===== src/rtl/id_ex_stage.sv =====
// ID/EX pipeline register with operand forwarding, load-use bubble insertion,
// downstream-stall hold (with operand refresh while held) and flush.
module id_ex_stage #(
    parameter int DW = 32,
    parameter int AW = 4
) (
    input  logic          clk,
    input  logic          reset,
    input  logic          id_valid,
    input  logic [AW-1:0] id_op1,
    input  logic [AW-1:0] id_op2,
    input  logic [AW-1:0] id_dReg,
    input  logic [DW-1:0] id_rdData1,
    input  logic [DW-1:0] id_rdData2,
    input  logic [DW-1:0] id_imm,
    input  logic [7:0]    id_ctrl,
    input  logic          ex_stall,
    input  logic          flush,
    input  logic          mem_we,
    input  logic [AW-1:0] mem_dReg,
    input  logic [DW-1:0] mem_data,
    input  logic          wb_we,
    input  logic [AW-1:0] wb_dReg,
    input  logic [DW-1:0] wb_data,
    output logic          ex_valid,
    output logic [DW-1:0] ex_opA,
    output logic [DW-1:0] ex_opB,
    output logic [DW-1:0] ex_imm,
    output logic [AW-1:0] ex_dReg,
    output logic [7:0]    ex_ctrl,
    output logic          id_stall,
    output logic [15:0]   stall_count
);

    // r14/r15 are write-protected in the register file, so a pending write
    // to them never lands and must not be forwarded.
    localparam logic [AW-1:0] PROT_A = AW'(14);
    localparam logic [AW-1:0] PROT_B = AW'(15);

    logic          r_valid;
    logic [DW-1:0] r_opA;
    logic [DW-1:0] r_opB;
    logic [DW-1:0] r_imm;
    logic [AW-1:0] r_dReg;
    logic [7:0]    r_ctrl;
    logic [AW-1:0] r_src1;
    logic [AW-1:0] r_src2;
    logic [15:0]   r_stall_count;

    logic          w_mem_elig;
    logic          w_wb_elig;
    logic          w_hold;
    logic          w_load_use;
    logic [DW-1:0] w_capA;
    logic [DW-1:0] w_capB;
    logic [DW-1:0] w_holdA;
    logic [DW-1:0] w_holdB;

    // Operand select: MEM result is newer than WB, so it wins when both match.
    function automatic logic [DW-1:0] fwd_sel(
        input logic [AW-1:0] src,
        input logic [DW-1:0] dflt,
        input logic          m_ok,
        input logic [AW-1:0] m_reg,
        input logic [DW-1:0] m_dat,
        input logic          w_ok,
        input logic [AW-1:0] w_reg,
        input logic [DW-1:0] w_dat
    );
        if (m_ok && (m_reg == src))
            return m_dat;
        else if (w_ok && (w_reg == src))
            return w_dat;
        else
            return dflt;
    endfunction

    // Forwarding eligibility, hazard detection and operand candidates.
    always_comb begin
        w_mem_elig = mem_we && (mem_dReg != PROT_A) && (mem_dReg != PROT_B);
        w_wb_elig  = wb_we  && (wb_dReg  != PROT_A) && (wb_dReg  != PROT_B);
        // A bubble (r_valid = 0) never blocks and never causes a hazard.
        w_hold     = ex_stall && r_valid;
        w_load_use = r_valid && r_ctrl[1] && r_ctrl[0] && id_valid &&
                     ((r_dReg == id_op1) || (r_dReg == id_op2));
        w_capA  = fwd_sel(id_op1, id_rdData1, w_mem_elig, mem_dReg, mem_data,
                          w_wb_elig, wb_dReg, wb_data);
        w_capB  = fwd_sel(id_op2, id_rdData2, w_mem_elig, mem_dReg, mem_data,
                          w_wb_elig, wb_dReg, wb_data);
        // While held, keep refreshing operands so a result retiring during the
        // stall is not lost.
        w_holdA = fwd_sel(r_src1, r_opA, w_mem_elig, mem_dReg, mem_data,
                          w_wb_elig, wb_dReg, wb_data);
        w_holdB = fwd_sel(r_src2, r_opB, w_mem_elig, mem_dReg, mem_data,
                          w_wb_elig, wb_dReg, wb_data);
    end

    // Stage register: flush > downstream hold > load-use bubble > capture.
    always_ff @(posedge clk or negedge reset) begin
        if (!reset) begin
            r_valid       <= 1'b0;
            r_opA         <= '0;
            r_opB         <= '0;
            r_imm         <= '0;
            r_dReg        <= '0;
            r_ctrl        <= '0;
            r_src1        <= '0;
            r_src2        <= '0;
            r_stall_count <= '0;
        end else if (flush) begin
            r_valid <= 1'b0;
        end else if (w_hold) begin
            r_opA <= w_holdA;
            r_opB <= w_holdB;
        end else if (w_load_use) begin
            r_valid <= 1'b0;
            if (r_stall_count != 16'hFFFF)
                r_stall_count <= r_stall_count + 16'd1;
        end else begin
            r_valid <= id_valid;
            r_opA   <= w_capA;
            r_opB   <= w_capB;
            r_imm   <= id_imm;
            r_dReg  <= id_dReg;
            r_ctrl  <= id_ctrl;
            r_src1  <= id_op1;
            r_src2  <= id_op2;
        end
    end

    assign ex_valid    = r_valid;
    assign ex_opA      = r_opA;
    assign ex_opB      = r_opB;
    assign ex_imm      = r_imm;
    assign ex_dReg     = r_dReg;
    assign ex_ctrl     = r_ctrl;
    assign stall_count = r_stall_count;
    assign id_stall    = w_load_use || w_hold;

endmodule

===== config.mk =====
export PLATFORM = sky130hd
export DESIGN_NAME = id_ex_stage
export DESIGN_NICKNAME = d
export VERILOG_FILES = /design/src/rtl/id_ex_stage.sv
export SDC_FILE = /design/constraint.sdc
export NUM_CORES = 1
export LEC_CHECK = 0
export ABC_AREA = 1
export CAP_MARGIN = 40
export CORE_ASPECT_RATIO = 0.7
export CORE_MARGIN = 1.5
export CORE_UTILIZATION = 47
export DETAILED_ROUTE_END_ITERATION = 10
export MAX_ROUTING_LAYER = met4
export PLACE_DENSITY = 0.82
export SKIP_LAST_GASP = 1
export SLEW_MARGIN = 20
export SYNTH_ARGS = -nofsm -noshare
export SYNTH_HDL_FRONTEND = slang
export SYNTH_SLANG_ARGS = --single-unit

===== constraint.sdc =====
create_clock -name clk -period 2.1 [get_ports clk]
set_clock_uncertainty 0.15 [all_clocks]
set_input_delay 0.42 -clock clk [delete_from_list [all_inputs] [get_ports clk]]
set_output_delay 0.42 -clock clk [all_outputs]
set_load 0.03 [all_outputs]

==> results.md, run 1 <==
- Status: finished, violations left
- Violated checks: negative setup slack
- Number of remaining DRC errors: 0
- R2R Path End: ex_opA[7]
- Placed Area: 0.0135 mm²
- CTS tree: done
- LEAKAGE: roughly 7.8 nW
- Inst Count DP: approximately 2100
- Sequential fraction of the synthesis area: 34.3%
- I/O Pins: between 300 and 400
- Final Hold Fails: 0
- Pwr Density: roughly 650 mW/mm²
- Commonest non-fill, non-tap cell in the layout: nand2_1
- Clock sink count: 133
- FP Rows: 43
- Reg clk slew, reported paths: roughly 0.070 ns
- Wire per inst: 18.0 µm
- Hold Crit Class: input port to register
- Pins Over Slew Limit: 0
- Max_cap viols: 0
- Final worst-path cycle share: 109%
- Vias: about 12000
- Area taken by multi-input logic gates: around 0.0053 mm²
- 1st-pass router iterations: 7
- Routability cong.: 0.931
- Post-synth ARST share: 100%
- Core area: 0.0200 mm²
- Largest net degree at the start of global routing: 52
- Critical Path End Type: output port
- Starting Density: approximately half
- Peak supply drop: approximately 470 µV
- Highest clock rate: between 400 and 500 MHz
- Maximum level of the CTS H-tree: 4
- Min-Delay Path Depth: 4
- Final Instance Area: between 0.01 and 0.015 mm²
- Yosys reg bits: 133
- ANT nets after route: 0
- Initial antenna violation count: 4
- I/O Buffers: 320
- Sequential power share: between 30% and 40%
- Gate power share: 35.7%
- Vias in the first global route: 11200
- Crit Path Max Fanout: 4
- Vias/cell: around 5.6
- R2R Path Start: ex_dReg[3]
- Reg area: ~0.0033 mm²
- Min-Delay Endpoint: r_src2[3]
- Clock root buffer: clkbuf_16
- Remaining global-route overflow: 0
- Fill cell count: 1684
- RSZ-0062 raised after global routing: yes
- Cell count after synthesis: 1562
- Yosys warning total: 0
- Final net count: 2085
- Num CTS Buffers: 17
- Setup TNS: -0.188 ns
- Setup slack after layout: -0.188 ns
- Critical Path AT: between 1.5 and 2 ns
- Routed wire length: 39.3 mm
- Detailed placement HPWL: 27.0 mm
- Cell Int Power: 0.00577 W
- Hold_sp: id_op2[3]
- Die area: 0.0215 mm²
- Distinct cell type count after synthesis: 25
- CP Launch Type: register
- Iteration-0 DRC count of the detailed router: around 1700
- Chip Width: 175 µm
- Avg Inst Size Synth: 6.22 µm²
- Ys flop type: dfrtp_1
- Later-pin clock latency in the skew report: 0.43 ns
- Final setup viols: 1
- Psw: 0.00362 W
- Sw Ratio: 38.5%
- Place WS: -0.702 ns
- Worst-Margin Slew: about 0.5 ns
- Layout area overhead: 48.8%
- Fin util: 72.2%
- Final Non-Filler Cells: around 2200
- Mapped Nets: 1758
- Clock tree buffer depth: 2
- Global-route usage over all layers: a little under two fifths
- Clock period minus worst slack: around 2.3 ns
- Worst endpoint required time: 1.53 ns
- Chip height: 123 µm
- Most frequent cells in the layout: 631 x nand2_1, 260 x clkdlybuf4s50_1, 204 x nand3_1
- Setup CP Type: register to output port
- Part of the power in the clock network: a little under a third
- Worst Reg-to-Reg Cells: 12
- Post-synth EDFFs: 0
- Layout cells sized above 1: around 8.6%
- R2R setup slack: roughly 0.12 ns
- Max_slew headroom: 67.3%
- First-pass GRT wire length: 59.9 mm
- Netlist Area Pre-Place: approximately 0.0097 mm²
[registers in the layout, summed over array words and instances, names as in the netlist]
| register | count |
|---|---|
| ex_ctrl | 8 |
| ex_dReg | 4 |
| ex_imm | 32 |
| ex_opA | 32 |
| ex_opB | 32 |
| ex_valid | 1 |
| r_src1 | 4 |
| r_src2 | 4 |
| stall_count | 16 |
[worst max-delay path, cell delays in order, from the launching register on]
cell,delay (ns)
dfrtp_1,0.43
xor2_1,0.17
nor2_1,0.12
nand2_1,0.08
nand2_2,0.08
nand2_2,0.06
buf_6,0.13
nand2_4,0.08
buf_6,0.13
[Yosys cell counts, types with 6 or more instances]
library cell | instances | area share, %
xor2_1 | 32 | 2.9
nand3_1 | 206 | 11
nor2_4 | 6 | 0.70
nor2_1 | 84 | 3.2
xnor2_1 | 11 | 0.99
buf_1 | 10 | 0.39
inv_1 | 165 | 6.4
buf_2 | 63 | 3.2
nand2_1 | 634 | 25
clkbuf_1 | 25 | 0.97
nand4_1 | 100 | 6.4
o21ai_0 | 43 | 2.2
buf_4 | 8 | 0.62
dfrtp_1 | 133 | 34
o21ai_1 | 13 | 0.67
nor3_1 | 6 | 0.31
[power groups by stage]
stage	registers (W)	clock network, W	logic, W
floorplan	0.00367	0	0.00111
global placement	0.00313	0	0.00320
detailed placement	0.00313	0	0.00325
CTS	0.00310	0.00296	0.00331
global route	0.00313	0.00308	0.00357
finish	0.00310	0.00294	0.00336
[worst max path at each step]
stage / startpoint / end / slack (ns) / cells after the start
detailed placement: mem_dReg[3] / ex_opA[15] / -0.70 / 11
global placement: wb_dReg[2] / ex_opB[14] / -0.59 / 10
global route: ex_dReg[3] / id_stall / -0.27 / 8
CTS: ex_dReg[3] / id_stall / -0.17 / 8
floorplan: stall_count[0] / stall_count[9] / 0.1 / 11
finish: ex_dReg[3] / id_stall / -0.19 / 8
[through the flow]
stage          hold WS, ns  total power, W
3_3_place_gp         0.230         0.00633
3_5_place_dp         0.230         0.00638
6_report             0.326         0.00939
4_1_cts              0.333         0.00936
2_1_floorplan      -0.0256         0.00478
5_1_grt              0.342         0.00978
[what timing repair did]
item	CTS	global route
cloned	3	0
endpoints found under the hold margin	37	0
setup buffers	14	4
hold buffers	1	0
pin swaps	7	6
gates resized for setup	57	23
endpoints found under the setup margin	94	65
[final cells by class]
class,count,area share [%]
diodes,4,0.0693
clock buffers,17,2.94
clock inverters,15,0.961
inverters,170,4.42
multi-input cells,1152,36.9
flip-flops and latches,133,23.0
well taps,270,2.34
repair buffers,415,29.3
[cell families after synthesis]
kind of cell,Yosys count,synth area share [%]
fa+ha+maj,1,0.129
flops,133,34.3
simple gates,1048,46.8
xor+xnor,43,3.88
compound gates,58,2.99
buf+inv,279,11.9
[routing by layer]
layer / GRT usage (%) / part of all wire [%] / up-vias
met5: - / 0 / -
met4: 13.9 / 3.6 / 0
met3: 8.18 / 12 / 144
met2: 56.6 / 44 / 871
met1: 48.4 / 41 / 5486
li1: - / - / 5593
(Power assumes the default switching activity.)
==> run 2: changes to the inputs <==
==> constraint.sdc (replaced) <==
create_clock -name clk -period 2.15 [get_ports clk]
set_clock_uncertainty 0.15 [all_clocks]
set_input_delay 0.43 -clock clk [delete_from_list [all_inputs] [get_ports clk]]
set_output_delay 0.43 -clock clk [all_outputs]
set_load 0.03 [all_outputs]
==> results.md, run 2 (synthesized netlist as in run 1, its figures left out) <==
- Later-pin clock latency in the skew report: 0.43 ns (about the same)
- Routability cong.: 1.00 (was 0.931)
- Pwr Density: 657 mW/mm² (was 650 mW/mm²)
- Final worst-path cycle share: 101%
- Setup CP Type: register to output port (unchanged)
- Violated checks: negative setup slack (unchanged)
- FP Rows: 43 (unchanged)
- Reg area: 0.00333 mm² (about the same)
- Max_slew headroom: 68.4% (was 67.3%)
- Placed Area: 0.0138 mm² (was 0.0135 mm²)
- Global-route usage over all layers: 36.5% (was 37.0%)
- Starting Density: 48.5% (unchanged)
- Reg clk slew, reported paths: 0.07 ns (about the same)
- Wire per inst: 17.8 µm (was 18.0 µm)
- Largest net degree at the start of global routing: 51 (was 52)
- I/O Buffers: 320 (unchanged)
- Critical Path AT: 1.60 ns (was 1.72 ns)
- Vias in the first global route: 11000 (was 11200)
- Clock sink count: 133 (unchanged)
- Final setup viols: 2 (was 1)
- Worst endpoint required time: 1.57 ns (was 1.53 ns)
- Fin util: 72.5% (was 72.2%)
- Final Instance Area: 0.0145 mm² (about the same)
- Crit Path Max Fanout: 4 (unchanged)
- Setup slack after layout: -0.0303 ns (was -0.188 ns)
- CTS tree: done (unchanged)
- Final Hold Fails: 0 (unchanged)
- Commonest non-fill, non-tap cell in the layout: nand2_1 (unchanged)
- Area taken by multi-input logic gates: 0.00532 mm² (was 0.00534 mm²)
- Worst-Margin Slew: 0.470 ns (was 0.486 ns)
- Status: finished, violations left (unchanged)
- Die area: 0.0215 mm² (unchanged)
- Core area: 0.0200 mm² (unchanged)
- Chip Width: 175 µm (unchanged)
- Highest clock rate: 459 MHz
- Fill cell count: 1681 (was 1684)
- Hold Crit Class: input port to async pin (was input port to register)
- Remaining global-route overflow: 0 (unchanged)
- Peak supply drop: 429 µV (was 470 µV)
- Layout cells sized above 1: 8.47% (was 8.57%)
- Max_cap viols: 0 (unchanged)
- Vias: 11800 (was 12100)
- Layout area overhead: 49.4% (was 48.8%)
- I/O Pins: 321 (unchanged)
- Final net count: 2083 (was 2085)
- Clock root buffer: clkbuf_16 (unchanged)
- Pins Over Slew Limit: 0 (unchanged)
- Chip height: 123 µm (unchanged)
- Place WS: -0.359 ns (was -0.702 ns)
- Maximum level of the CTS H-tree: 4 (unchanged)
- Detailed placement HPWL: 28.0 mm (was 27.0 mm)
- First-pass GRT wire length: 59.5 mm (was 59.9 mm)
- 1st-pass router iterations: 6 (was 7)
- Num CTS Buffers: 17 (unchanged)
- LEAKAGE: 7.76 nW (was 7.77 nW)
- Iteration-0 DRC count of the detailed router: 1442 (was 1693)
- Most frequent cells in the layout: 631 x nand2_1, 277 x clkdlybuf4s50_1, 202 x nand3_1 (was 631 x nand2_1, 260 x clkdlybuf4s50_1, 204 x nand3_1)
- ANT nets after route: 0 (unchanged)
- CP Launch Type: register (unchanged)
- Number of remaining DRC errors: 0 (unchanged)
- Critical Path End Type: output port (unchanged)
- Initial antenna violation count: 1 (was 4)
- Clock tree buffer depth: 2 (unchanged)
- Vias/cell: 5.45 (was 5.56)
- Clock period minus worst slack: 2.18 ns
- Routed wire length: 38.6 mm (was 39.3 mm)
- RSZ-0062 raised after global routing: yes (unchanged)
[run 2: cell count changes in the layout (fill, tap and decap cells not counted), moves of 3 or more]
cell             before  now
inv_6                 7    4
buf_6                 8    3
dlygate4sd2_1        38   24
nor2_4               15   12
dlymetal6s2s_1       20   17
inv_8                 2    6
nand3_2               4    7
clkinv_4              3    0
clkdlybuf4s50_1     260  277
buf_12               21   25
[run 2: power by group]
group / internal (W) / switching (W)
logic: 0.00136 / 0.00195
clock network: 0.00179 / 0.00141
registers: 0.00280 / 0.000226
[run 2: per-layer routing]
layer | part of all wire (%) | vias to the layer above | global-route usage (%) | wire length [µm]
li1 | - | 5583 | - | -
met1 | 41 | 5380 | 48.0 | 15900
met2 | 45 | 774 | 56.0 | 17200
met3 | 12 | 99 | 9.01 | 4540
met4 | 2.3 | 0 | 10.4 | 900
met5 | 0 | - | - | 0
[run 2: critical path, cell delays in order, from the launching register on]
cell     delay, ns
dfrtp_1       0.43
xor2_1        0.16
nor2_1        0.11
nand2_1       0.07
nand2_2       0.11
nand2_4       0.07
nand2_4       0.09
buf_6         0.13
[run 2: path summary, 6_finish.rpt]
| path | startpoint | slack, ns | endpoint | depth (start not counted) |
|---|---|---|---|---|
| max in group asynchronous | reset | 0.94 | ex_opA[2] | 3 |
| hold reg to reg | ex_imm[3] | 0.34 | ex_imm[3] | 2 |
| hold / removal | reset | 0.31 | ex_opA[6] | 2 |
| min in group clk | ex_imm[3] | 0.34 | ex_imm[3] | 2 |
| setup / recovery | ex_dReg[2] | -0.03 | id_stall | 7 |
| setup reg to reg | stall_count[0] | 0.14 | stall_count[2] | 10 |
[run 2: area by class of cell]
type	instances	share of cell area, %
clock inverter	15	1.40
antenna	2	0.0345
inverter	170	4.41
sequential	133	23.0
timing repair buffer	415	29.3
tap	270	2.33
multi-input combinational	1150	36.6
clock buffer	17	2.93
[run 2: metrics by stage]
| stage | cells | power (W) | hold slack (ns) | TNS, ns |
|---|---|---|---|---|
| after floorplan | 1562 | 0.00467 | -0.0156 | 0 |
| after global placement | 2134 | 0.00628 | 0.196 | -30.04 |
| after detailed placement | 2134 | 0.00632 | 0.192 | -36.08 |
| after CTS | 2168 | 0.00950 | 0.308 | -0.0787 |
| after global routing | 2171 | 0.00991 | 0.333 | -0.204 |
| final | 2172 | 0.00953 | 0.308 | -0.0507 |
[run 2: timing repair]
item                                    CTS  global route
endpoints found under the hold margin    25             0
pin swaps                                 2             2
setup buffers                             1             2
endpoints found under the setup margin   18            77
hold buffers                              1             0
resized for setup                        29            23
==> variant 1: new RTL, flow settings as in run 1 <==
Change the parameter `AW` from 4 to 2.
--- a/src/rtl/id_ex_stage.sv
+++ b/src/rtl/id_ex_stage.sv
@@ -3,5 +3,5 @@
 module id_ex_stage #(
     parameter int DW = 32,
-    parameter int AW = 4
+    parameter int AW = 2
 ) (
     input  logic          clk,
Interface: changed (6 resized); port bits go from 321 to 309. The function was not compared with the original's and may differ.
==> variant 1 against run 1 <==
- cell area is 5.9% lower
- register-to-register slack better by 0.04 ns
- setup slack better by 0.21 ns
- area after synthesis is 7.2% lower
- global-route usage hardly changed
- sequential cell count is 6 lower
- count of clock-buffer cells in the layout is 1 higher
- critical path depth is 7 lower
- total power is 0.24% lower
- routed wire length is 8.1% lower
- largest power group is now clock
- highest routed layer unchanged
==> variant 1: results (changes against run 1) <==
[grt]
grt_max_degree=55  ; was 52
grt_pass1_vias=10404  ; was 11.2k
met2_usage=0.563  ; was 0.566
grt_pass1_wl_um=56400  ; was 59900 um
antenna_found_initial=2  ; was 4
met3_usage=0.0887  ; was 0.0818
grt_usage=0.370  ; about the same
use_met1=0.496  ; was 0.484

[critical_path]
startpoint=ex_valid  ; was ex_dReg[3]
worst_path_largest_cell_delay_ns=0.70  ; was 0.43 ns
rrSetupSlack_ns=0.16  ; was 0.12 ns
cp.arrival_ns=1.51  ; was 1.72 ns
rr_startpoint=ex_dReg[1]  ; was ex_dReg[3]
reg2reg_to=ex_opA[13]  ; was ex_opA[7]
critPathSlowestCell=clkdlybuf4s50_1  ; was dfrtp_1
path_delay_family=buffers and inverters  ; was flip-flops

[cells_and_area]
buffer_area_frac=0.291  ; was 0.293
drive_gt1_frac=0.0745  ; was 0.0857
antennaDiodeCount=2  ; was 4
multi_input_area_share=0.354  ; was 0.369
buffers=383  ; was 415
multi_input_cells=1096  ; was 1152
finish.net_count=1999  ; was 2085
clkbuf_count=18  ; was 17
fillers=1576  ; was 1684

[cts]
cts_max_level=4  ; unchanged
postCtsSetupRepairBufs=0  ; was 14
cts_resized=23  ; was 57

[route]
drt_iter0_drc=1602  ; was 1693
vias_per_cell=5.42  ; was 5.56
vias=11213  ; was 12.1k
wirelength_um=36100  ; was 39300 um
met3WireLength_um=4160  ; was 4620 um
firstDrtPassIters=6  ; was 7

[pwr]
p_leak_nw=7.41  ; was 7.77 nW
p_int_w=0.00600  ; was 0.00577 W
ir_drop_mv=0.499  ; was 0.470 mV

[place]
port-buffer-count=308  ; was 320
place_ws_ns=-0.230  ; was -0.702 ns
detailed_place_hpwl_um=25700  ; was 27000 um
place_congestion=1.00  ; was 0.931

[yosys]
netlist_top_cells_count=nand2_1, nand3_1, inv_1  ; unchanged
synth_seq_area_share=0.353  ; was 0.343
yosys.area_share.adder=0.00139  ; was 0.00129
synthCells=1503  ; was 1562
synth_area_leaders=dfrtp_1, nand2_1, nand3_1, inv_1, o21ai_0  ; was dfrtp_1, nand2_1, nand3_1, nand4_1, inv_1
synth_compound_area_frac=0.0278  ; was 0.0299
yosysUniqueCellTypes=20  ; was 25
syn-num-nets=1689  ; was 1758

[worst_hold_path]
hold_end=r_src2[1]  ; was r_src2[3]
worstHoldStart=id_op2[1]  ; was id_op2[3]
min_path_cells=3  ; was 4
hold_path_class=in -> reg  ; unchanged

[status]
status=completed  ; was finished, violations left

[sta]
worst_pin_slew_ns=0.384  ; was 0.486 ns

[variant 1: logic make-up after synthesis]
family,after synthesis
adder cells (fa/ha/maj),1
flip-flops,127
AND/OR/NAND/NOR,1028
XOR/XNOR,17
AO/OA/AOI/OAI,50
buffers and inverters,280
[variant 1: power groups by stage]
stage | logic, W | clock network [W] | registers (W)
floorplan | 0.000958 | 0 | 0.00355
global placement | 0.00306 | 0 | 0.00301
detailed placement | 0.00310 | 0 | 0.00301
CTS | 0.00310 | 0.00326 | 0.00298
global route | 0.00336 | 0.00337 | 0.00301
finish | 0.00314 | 0.00324 | 0.00298
[variant 1: per-stage QoR]
stage	power [W]	cell area (um^2)
final	0.00937	13600
after global routing	0.00974	13600
after CTS	0.00934	13500
after detailed placement	0.00610	12900
after global placement	0.00607	12900
after floorplan	0.00451	9020
[variant 1: worst min-delay path: stages]
cell and delay (ns):
dlymetal6s2s_1 0.16, inv_1 0.09, o21ai_0 0.10
==> variant 2: new RTL, settings of run 1 <==
Without the edit above. Put one more register stage on the output `stall_count`, cleared by the reset. The value now appears one clock later. The other outputs are not delayed to match.
--- a/src/rtl/id_ex_stage.sv
+++ b/src/rtl/id_ex_stage.sv
@@ -135,5 +135,11 @@
     assign ex_dReg     = r_dReg;
     assign ex_ctrl     = r_ctrl;
-    assign stall_count = r_stall_count;
+    always_ff @(posedge clk or negedge reset) begin
+        if (!reset) begin
+            stall_count <= '0;
+        end else begin
+            stall_count <= r_stall_count;
+        end
+    end
     assign id_stall    = w_load_use || w_hold;
 
Check against the original RTL: not equivalent (a bounded check fails within 4 cycles, from zero or initial values and one cycle with reset low).
==> variant 2 against run 1 <==
- sequential cell count rose by 16
- routed wire length rose by 6.1%
- sequential power rose by 9.7%
- total power rose by 5.8%
- critical endpoint unchanged
- area after synthesis rose by 4.2%
- largest power group unchanged
- non-clock buffer count rose by 8
- cell area rose by 5.2%
- highest routed layer unchanged
- the flow still finishes with violations (negative setup slack)
- setup slack improved by 0.028 ns
==> variant 2: results (changes against run 1) <==
[worst_hold_path]
hold_path_class=reg -> reg  ; was in -> reg
min_path_cells=0  ; was 4

[place]
port-buffer-count=320  ; unchanged
place_congestion=0.943  ; was 0.931
postPlaceCellArea_mm2=0.0141  ; was 0.0135 mm^2
detailed_place_hpwl_um=27900  ; was 27000 um

[yosys]
yosysUniqueCellTypes=28  ; was 25
synth_seq_area_share=0.368  ; was 0.343
synth_warnings=0  ; unchanged
syn-num-nets=1778  ; was 1758
synth_mux_area_frac=0  ; unchanged
yosys.area_share.adder=0.00124  ; was 0.00129
synthArstFlopShare=1.00  ; unchanged
netlist_top_cells_count=nand2_1, nand3_1, inv_1  ; unchanged
synth_compound_area_frac=0.0313  ; was 0.0299
synth_xor_area_frac=0.0372  ; was 0.0388
synth_area_leaders=dfrtp_1, nand2_1, nand3_1, inv_1, nand4_1  ; was dfrtp_1, nand2_1, nand3_1, nand4_1, inv_1

[critical_path]
path_delay_family=simple AND/OR/NAND/NOR gates  ; was flip-flops
critPathSlowestCell=dfrtp_1  ; unchanged
r2r_cells=11  ; was 12
cp.arrival_ns=1.69  ; was 1.72 ns
cp_max_fo=5  ; was 4
worst_path_largest_cell_delay_ns=0.47  ; was 0.43 ns

[route]
drt_iter0_drc=1880  ; was 1693
firstDrtPassIters=7  ; unchanged
vias=12380  ; was 12.1k
wire_per_inst_um=18.8  ; was 18.0 um

[pwr]
p_leak_nw=8.15  ; was 7.77 nW
p_sw_frac=0.381  ; was 0.385
ir_drop_mv=0.498  ; was 0.470 mV

[sta]
setup_viol=15  ; was 1
timing.slew.headroom=0.668  ; was 0.673
slew_viol_final=0  ; unchanged
finalWorstSetupSlack_ns=-0.161  ; was -0.188 ns

[grt]
grt_max_degree=51  ; was 52
grt_usage=0.362  ; was 0.370
antenna_found_initial=11  ; was 4
grt_pass1_wl_um=61700  ; was 59900 um

[cells_and_area]
fillers=1648  ; was 1684
finish.net_count=2117  ; was 2085
drive_gt1_frac=0.0895  ; was 0.0857

[cts]
cts_root_buf=clkbuf_16  ; unchanged
cts_max_level=4  ; unchanged
path_clk_slew_ns=0.07  ; about the same
clk_path_buf_depth=2  ; unchanged
clkLatencyLatePin_ns=0.43  ; about the same
cts_buffers=17  ; unchanged

[status]
status=finished, violations left  ; unchanged
failed_checks=negative setup slack  ; unchanged

==> variant 2: worst reg2reg max path: stages, from the launching register on <==
cell,delay (ns)
dfrtp_1,0.47
nand2_1,0.09
nor2_1,0.34
nand2_4,0.13
buf_4,0.16
nor2_4,0.12
buf_6,0.12
nor2_4,0.06
buf_12,0.14
clkbuf_16,0.15
nand2_1,0.06
nand2_1,0.05
==> variant 2: through the flow <==
step / power [W] / std cells / setup TNS, ns / worst slack, ns / hold WS [ns]
floorplan: 0.00509 / 1582 / 0 / 0.218 / -0.0256
global placement: 0.00668 / 2162 / -39.49 / -0.556 / 0.222
detailed placement: 0.00674 / 2163 / -41.08 / -0.532 / 0.230
CTS: 0.00984 / 2196 / -0.169 / -0.169 / 0.296
global route: 0.0103 / 2221 / -2.68 / -0.229 / 0.318
finish: 0.00994 / 2221 / -0.670 / -0.161 / 0.291
==> variant 2: path summary, 6_finish.rpt <==
path / from / end / slack, ns
worst max-delay path: ex_valid / id_stall / -0.16
worst min-delay path: r_stall_count[7] / stall_count[7] / 0.29
worst max register to register: ex_valid / ex_opB[28] / -0.05
worst min register to register: r_stall_count[7] / stall_count[7] / 0.29
max in group asynchronous: reset / ex_opA[21] / 0.86
min in group asynchronous: reset / ex_opB[8] / 0.32
==> variant 2: layer usage <==
metal	routed length, um	share of wire	GRT usage
met1	16000	0.38	0.463
met2	18400	0.44	0.546
met3	5670	0.14	0.102
met4	1630	0.039	0.135
met5	0	0	-
==> variant 2: timing repair <==
item / in CTS / in global routing
pin swaps: 1 / 6
gates resized for setup: 17 / 52
hold buffers: 1 / 0
endpoints found under the setup margin: 45 / 87
cloned: 0 / 9
buffers inserted: 1 / 5
hold endpoints to repair: 35 / 0
==> variant 2: power groups by stage <==
stage | Sequential (W) | Combinational (W) | Clock (W)
floorplan | 0.00399 | 0.00110 | 0
global placement | 0.00343 | 0.00325 | 0
detailed placement | 0.00344 | 0.00330 | 0
CTS | 0.00339 | 0.00331 | 0.00313
global route | 0.00343 | 0.00364 | 0.00325
finish | 0.00340 | 0.00342 | 0.00312
==> variant 2: logic make-up (layout without fill, tap and decap cells) <==
group           count (synthesis)  in the layout
compound gates                 61             61
xor+xnor                       43             43
fa+ha+maj                       1              1
buf+inv                       277            629
flops                         149            149
other cells                     0             11
simple gates                 1051           1051
==> variant 2: final cells by class <==
cell class | instances | area, um^2 | share of cell area
multi-input combinational | 1156 | 5350 | 0.352
sequential | 149 | 3730 | 0.245
antenna | 11 | 27.5 | 0.00181
tap | 276 | 345 | 0.0227
timing repair buffer | 423 | 4510 | 0.297
clock inverter | 15 | 160 | 0.0105
inverter | 174 | 654 | 0.0430
clock buffer | 17 | 425 | 0.0280
